## src/rtl/io_output_uart.sv

```systemverilog
// io_output_uart: responder on the CPU word-output req/ack channel.
// Buffers 16-bit words in a small FIFO and sends each one on a UART TX line
// as two 8N1 frames, low byte first.
module io_output_uart #(
    parameter int WORD_SIZE    = 16,
    parameter int CLKS_PER_BIT = 16,
    parameter int DEPTH        = 4
) (
    input  logic                       clk,
    input  logic                       areset,
    input  logic                       req,
    output logic                       ack,
    input  logic [WORD_SIZE-1:0]       data,
    output logic                       tx,
    output logic                       busy,
    output logic [$clog2(DEPTH):0]     fifo_count
);

    localparam int PTR_W = $clog2(DEPTH);
    localparam int CNT_W = PTR_W + 1;
    localparam int CLK_W = $clog2(CLKS_PER_BIT);
    localparam logic [CNT_W-1:0] FULL_COUNT = CNT_W'(DEPTH);
    localparam logic [CLK_W-1:0] LAST_CLK   = CLK_W'(CLKS_PER_BIT - 1);

    typedef enum logic [1:0] {IDLE, START, DATA, STOP} state_t;

    state_t                 state_q, state_d;
    logic [CLK_W-1:0]       clk_cnt_q, clk_cnt_d;
    logic [2:0]             bit_cnt_q, bit_cnt_d;
    logic                   byte_sel_q, byte_sel_d;
    logic [WORD_SIZE-1:0]   shift_q, shift_d;
    logic                   tx_q, tx_d;
    logic                   ack_q, ack_d;
    logic [PTR_W-1:0]       wr_ptr_q, wr_ptr_d;
    logic [PTR_W-1:0]       rd_ptr_q, rd_ptr_d;
    logic [CNT_W-1:0]       count_q, count_d;
    logic [WORD_SIZE-1:0]   mem_q [DEPTH];

    logic push;
    logic pop;
    logic bit_done;

    // Accept decision uses the pre-edge count, so a same-edge pop never unblocks a push.
    always_comb begin
        push     = req && !ack_q && (count_q < FULL_COUNT);
        ack_d    = push;
        wr_ptr_d = push ? wr_ptr_q + 1'b1 : wr_ptr_q;
        rd_ptr_d = pop  ? rd_ptr_q + 1'b1 : rd_ptr_q;
        count_d  = count_q + {{(CNT_W-1){1'b0}}, push} - {{(CNT_W-1){1'b0}}, pop};
    end

    // FIFO storage; pointers wrap naturally modulo DEPTH.
    always_ff @(posedge clk) begin
        if (push) begin
            mem_q[wr_ptr_q] <= data;
        end
    end

    // State register for the FIFO control, TX FSM and registered outputs.
    always_ff @(posedge clk or negedge areset) begin
        if (!areset) begin
            state_q    <= IDLE;
            clk_cnt_q  <= '0;
            bit_cnt_q  <= '0;
            byte_sel_q <= 1'b0;
            shift_q    <= '0;
            tx_q       <= 1'b1;
            ack_q      <= 1'b0;
            wr_ptr_q   <= '0;
            rd_ptr_q   <= '0;
            count_q    <= '0;
        end else begin
            state_q    <= state_d;
            clk_cnt_q  <= clk_cnt_d;
            bit_cnt_q  <= bit_cnt_d;
            byte_sel_q <= byte_sel_d;
            shift_q    <= shift_d;
            tx_q       <= tx_d;
            ack_q      <= ack_d;
            wr_ptr_q   <= wr_ptr_d;
            rd_ptr_q   <= rd_ptr_d;
            count_q    <= count_d;
        end
    end

    // Next-state logic; the end of a word chains straight into the next one when the FIFO holds data.
    always_comb begin
        state_d    = state_q;
        clk_cnt_d  = clk_cnt_q;
        bit_cnt_d  = bit_cnt_q;
        byte_sel_d = byte_sel_q;
        shift_d    = shift_q;
        pop        = 1'b0;
        bit_done   = (clk_cnt_q == LAST_CLK);
        case (state_q)
            IDLE: begin
                clk_cnt_d = '0;
                if (count_q != '0) begin
                    pop        = 1'b1;
                    shift_d    = mem_q[rd_ptr_q];
                    byte_sel_d = 1'b0;
                    state_d    = START;
                end
            end
            START: begin
                if (bit_done) begin
                    clk_cnt_d = '0;
                    bit_cnt_d = '0;
                    state_d   = DATA;
                end else begin
                    clk_cnt_d = clk_cnt_q + 1'b1;
                end
            end
            DATA: begin
                if (bit_done) begin
                    clk_cnt_d = '0;
                    if (bit_cnt_q == 3'd7) begin
                        state_d = STOP;
                    end else begin
                        bit_cnt_d = bit_cnt_q + 1'b1;
                    end
                end else begin
                    clk_cnt_d = clk_cnt_q + 1'b1;
                end
            end
            STOP: begin
                if (bit_done) begin
                    clk_cnt_d = '0;
                    if (!byte_sel_q) begin
                        byte_sel_d = 1'b1;
                        state_d    = START;
                    end else if (count_q != '0) begin
                        pop        = 1'b1;
                        shift_d    = mem_q[rd_ptr_q];
                        byte_sel_d = 1'b0;
                        state_d    = START;
                    end else begin
                        state_d = IDLE;
                    end
                end else begin
                    clk_cnt_d = clk_cnt_q + 1'b1;
                end
            end
            default: begin
                state_d = IDLE;
            end
        endcase
    end

    // Output logic; tx is computed from the next state so the registered line lines up with the FSM.
    always_comb begin
        tx_d = 1'b1;
        case (state_d)
            START:   tx_d = 1'b0;
            DATA:    tx_d = shift_d[{byte_sel_d, bit_cnt_d}];
            default: tx_d = 1'b1;
        endcase
    end

    assign tx         = tx_q;
    assign ack        = ack_q;
    assign fifo_count = count_q;
    assign busy       = (count_q != '0) || (state_q != IDLE);

endmodule

```

## config.mk

```make
export PLATFORM = sky130hd
export DESIGN_NAME = io_output_uart
export DESIGN_NICKNAME = d
export VERILOG_FILES = /design/src/rtl/io_output_uart.sv
export SDC_FILE = /design/constraint.sdc
export NUM_CORES = 1
export LEC_CHECK = 0
export ABC_AREA = 1
export CAP_MARGIN = 5
export CORE_ASPECT_RATIO = 1.4
export CORE_MARGIN = 3
export CORE_UTILIZATION = 59
export DETAILED_ROUTE_END_ITERATION = 10
export GPL_TIMING_DRIVEN = 1
export PLACE_DENSITY = 0.79
export SLEW_MARGIN = 10
export SYNTH_ARGS = -nofsm -noshare
export SYNTH_HDL_FRONTEND = slang
export SYNTH_SLANG_ARGS = --single-unit
```

## constraint.sdc

```tcl
create_clock -name clk -period 2.4 [get_ports clk]
set_input_delay 0.48 -clock clk [delete_from_list [all_inputs] [get_ports clk]]
set_output_delay 0.48 -clock clk [all_outputs]
set_load 0.01 [all_outputs]
```

==> Implementation_results.wiki <==
{| class="wikitable"
! Metric !! Value
|-
| Leakage power || 2.41 nW
|-
| Post-CTS clock slew at the launch and capture registers of the worst setup and hold paths || 0.09 ns
|-
| Number of instances on the worst hold path || 2
|-
| Initial detailed-routing violation count || 287
|-
| Average size of a mapped cell || 10.0 µm²
|-
| Via count || 3177
|-
| Aggregate global routing overflow || 0
|-
| Post-cts hold buffer count || 0
|-
| Post-synthesis mux area share || 0%
|-
| Power density over the cells || 730 nW/µm²
|-
| WS Path Type || flip-flop to primary output
|-
| Worst min-delay path category || flip-flop to flip-flop
|-
| Worst skew pair latency || 0.36 ns
|-
| # clock sinks || 99
|-
| Required time at the worst-slack endpoint || 1.92 ns
|-
| DIE AREA || 8950 µm²
|-
| Yosys warnings || 0
|-
| Sequential-to-total area share from yosys stat || 60.6%
|-
| Worst reg2reg path endpoint || fifo_count[2]
|-
| Worst-case vdd ir drop || 0.608 mV
|-
| Predominant post-synthesis flop cell || sky130_fd_sc_hd__edfxtp_1
|-
| Average detailed-routed wire length per instance || 14.3 µm
|-
| Nature of the critical path startpoint || flip-flop
|-
| Register-to-register path setup slack || 0.18 ns
|-
| Number of buffers created by CTS || 9
|-
| Endpoint of the worst hold path || shift_q[0]
|-
| Critical Path Fanout Max || 5
|-
| Layout cell share with drive strength beyond 1 || 13.3%
|-
| Row Count || 37
|-
| Number of max-cap violations || 0
|-
| DRC violations left || 0
|-
| Remaining antenna violation count after routing || 0
|-
| Post-Place Cells || 582
|-
| Overall routing resource usage || 21.4%
|-
| Worst clock skew || 0.0170 ns
|-
| Aggregate routed wire length || 8.57 mm
|-
| Diodes inserted || 0
|-
| Pre-Repair DR Iteration Count || 5
|-
| Vias in the first global route || 3258
|-
| Max frequency || 440 MHz
|-
| Launch point of the worst hold path || shift_q[0]
|-
| Die boundary width || 80.8 µm
|-
| Main combinational cell family by area after synthesis || simple AND/OR/NAND/NOR gates
|-
| Worst R2R Path Depth || 11
|-
| Core box area || 7500 µm²
|-
| Cell Area, Synth || 4620 µm²
|-
| Pin count of the biggest net entering global routing || 36
|-
| Unrepaired setup endpoints after global routing || no
|-
| Complex-gate fraction of the synthesized area || 3.17%
|-
| Die span in y || 111 µm
|-
| Final layout net count || 529
|-
| CTS Root Cell || sky130_fd_sc_hd__clkbuf_8
|-
| Initial cell density of the core || 61.6%
|-
| Worst slew margin relative to its limit || 64.8%
|-
| Final instance count without filler cells || 599
|-
| IO Pins || 25
|-
| Worst R2R Start || state_q[1]
|-
| Max-slew violation count || 0
|-
| Last weighted congestion value of the routability-driven placer || 0.886
|-
| Number of enable-type register cells in the synthesized netlist || 64
|-
| Asr flop ratio synth || 35.4%
|-
| Post-route minimum period || 2.27 ns
|-
| Flip-flop and latch count after synthesis || 99
|-
| Synthesized-area fraction occupied by xor and xnor cells || 1.33%
|-
| Fin crit share || 94.6%
|-
| Critical path startpoint || state_q[1]
|-
| Fraction of the mapped netlist area in simple logic gates || 23.8%
|-
| IO Port Bufs || 24
|-
| Kind of end point of the critical path || primary output
|-
| Clock tree from TritonCTS || built
|-
| Via density per instance || 5.30
|-
| Number of cells produced by synthesis || 462
|-
| Outcome || complete, no violations
|-
| Arrival @ worst endpoint || 1.79 ns
|-
| Slew of the pin with the lowest slew margin || 0.527 ns
|-
| Global-route wire length before repair || 14.7 mm
|-
| Arithmetic-cell share of the synthesized area counting full adders, half adders and majority gates || 3.68%
|-
| Final setup viols || 0
|-
| Sum of negative setup slack || 0 ns
|-
| HPWL after DPL || 5.66 mm
|-
| Unique cell type count in the Yosys netlist || 35
|-
| Number of antenna violations at the first check in global routing || 0
|-
| Mapped Nets || 494
|-
| Relative area change from synthesis to final layout || 14.0%
|-
| Clock H-tree levels || 3
|-
| Final count of hold timing violations || 0
|-
| Clock buffer depth || 2
|}
==> power by group <==
group | switching [mW] | internal [mW] | total (mW) | leakage, nW
logic | 0.335 | 0.225 | 0.560 | 1.29
registers | 0.0771 | 2.01 | 2.09 | 1.00
clock network | 0.548 | 0.648 | 1.20 | 0.117
total | 0.961 | 2.89 | 3.85 | 2.41
==> worst max path at each step <==
| stage | to | slack [ns] | depth (start not counted) |
|---|---|---|---|
| 2_1_floorplan | fifo_count[2] | 0.22 | 13 |
| 3_3_place_gp | fifo_count[2] | 0.19 | 13 |
| 3_5_place_dp | fifo_count[2] | 0.09 | 13 |
| 4_1_cts | busy | 0.07 | 4 |
| 5_1_grt | fifo_count[2] | 0.003 | 11 |
| 6_report | busy | 0.13 | 4 |
==> critical path: stages, from the launching register on <==
cell	delay, ns
sky130_fd_sc_hd__dfrtp_1	0.43
sky130_fd_sc_hd__inv_1	0.10
sky130_fd_sc_hd__ha_2	0.21
sky130_fd_sc_hd__nand3_1	0.14
sky130_fd_sc_hd__clkdlybuf4s50_1	0.55
==> per-stage QoR <==
step	utilization [%]	worst slack (ns)	cell area, µm²	power [mW]	hold slack [ns]
2_1_floorplan	-	0.221	4620	2.44	0.184
3_3_place_gp	66.7	0.190	5000	2.67	0.443
3_5_place_dp	66.7	0.0933	5000	2.70	0.467
4_1_cts	69.8	0.0694	5240	3.88	0.489
5_1_grt	70.3	0.00314	5270	4.05	0.501
6_report	70.3	0.130	5270	3.85	0.486
==> final cells by class <==
type	instances	area [µm²]
Fill cell	559	2230
Tap cell	97	121
Inverter	73	275
Clock buffer	10	149
Multi-Input combinational cell	277	1500
Clock inverter	6	86.3
Sequential cell	99	2800
Timing Repair Buffer	37	338
==> routing by layer <==
layer	vias to the layer above	wire length [µm]	track usage [%]
met1	1501	3350	25.8
met4	0	235	12.5
li1	1575	-	-
met2	81	4570	35.9
met3	20	407	2.76
met5	-	0	0
==> layout by cell type, fill, tap and decap left out, drive strengths merged <==
cell type      instances
dfstp                  1
ha                    12
o311ai                 1
or2                    5
xnor2                  2
o211ai                 2
nand2                123
nand4                 15
a21oi                  2
buf                   13
o21ai                 15
dfrtp                 34
nor2                  32
inv                   71
a31o                   1
a32oi                  1
clkinv                 5
bufinv                 2
clkdlybuf4s50         24
o2111ai                1
nand3                 58
clkbuf                10
fa                     1
edfxtp                64
clkinvlp               1
a22oi                  1
xor2                   5
==> sequential cells by signal, indices dropped and copies added, names as in the netlist, 2 cells and up <==
| name | cells |
|---|---|
| mem_q | 64 |
| shift_q | 16 |
| fifo_count | 3 |
| rd_ptr_q | 2 |
| wr_ptr_q | 2 |
| state_q | 2 |
| bit_cnt_q | 3 |
| clk_cnt_q | 4 |
==> cells in the mapped netlist (all sizes together) (2+ instances only) <==
cell type  instances  share of area [%]
nand2            123                 11
inv               71                5.8
edfxtp            64                 42
nand3             58                6.7
dfrtp             34                 18
nor2              32                3.0
nand4             15                2.0
o21ai             15                1.7
ha                12                3.2
buf                9                1.2
or2                5               0.68
xor2               5               0.95
clkbuf             4               0.32
a21oi              2               0.22
clkinv             2               0.19
o211ai             2               0.32
xnor2              2               0.38
==> repair_timing <==
item	in CTS	in global routing
resized for setup	0	5
setup endpoints to repair	0	3
setup buffers	0	1
==> cells by family after synthesis <==
family | after synthesis
adders and majority gates | 13
buffers and inverters | 86
DFF | 99
and+or+nand+nor | 233
xor gates and xnor gates | 7
AOI/OAI and AO/OA | 24
Note: power is estimated with default switching activity, not from simulation.
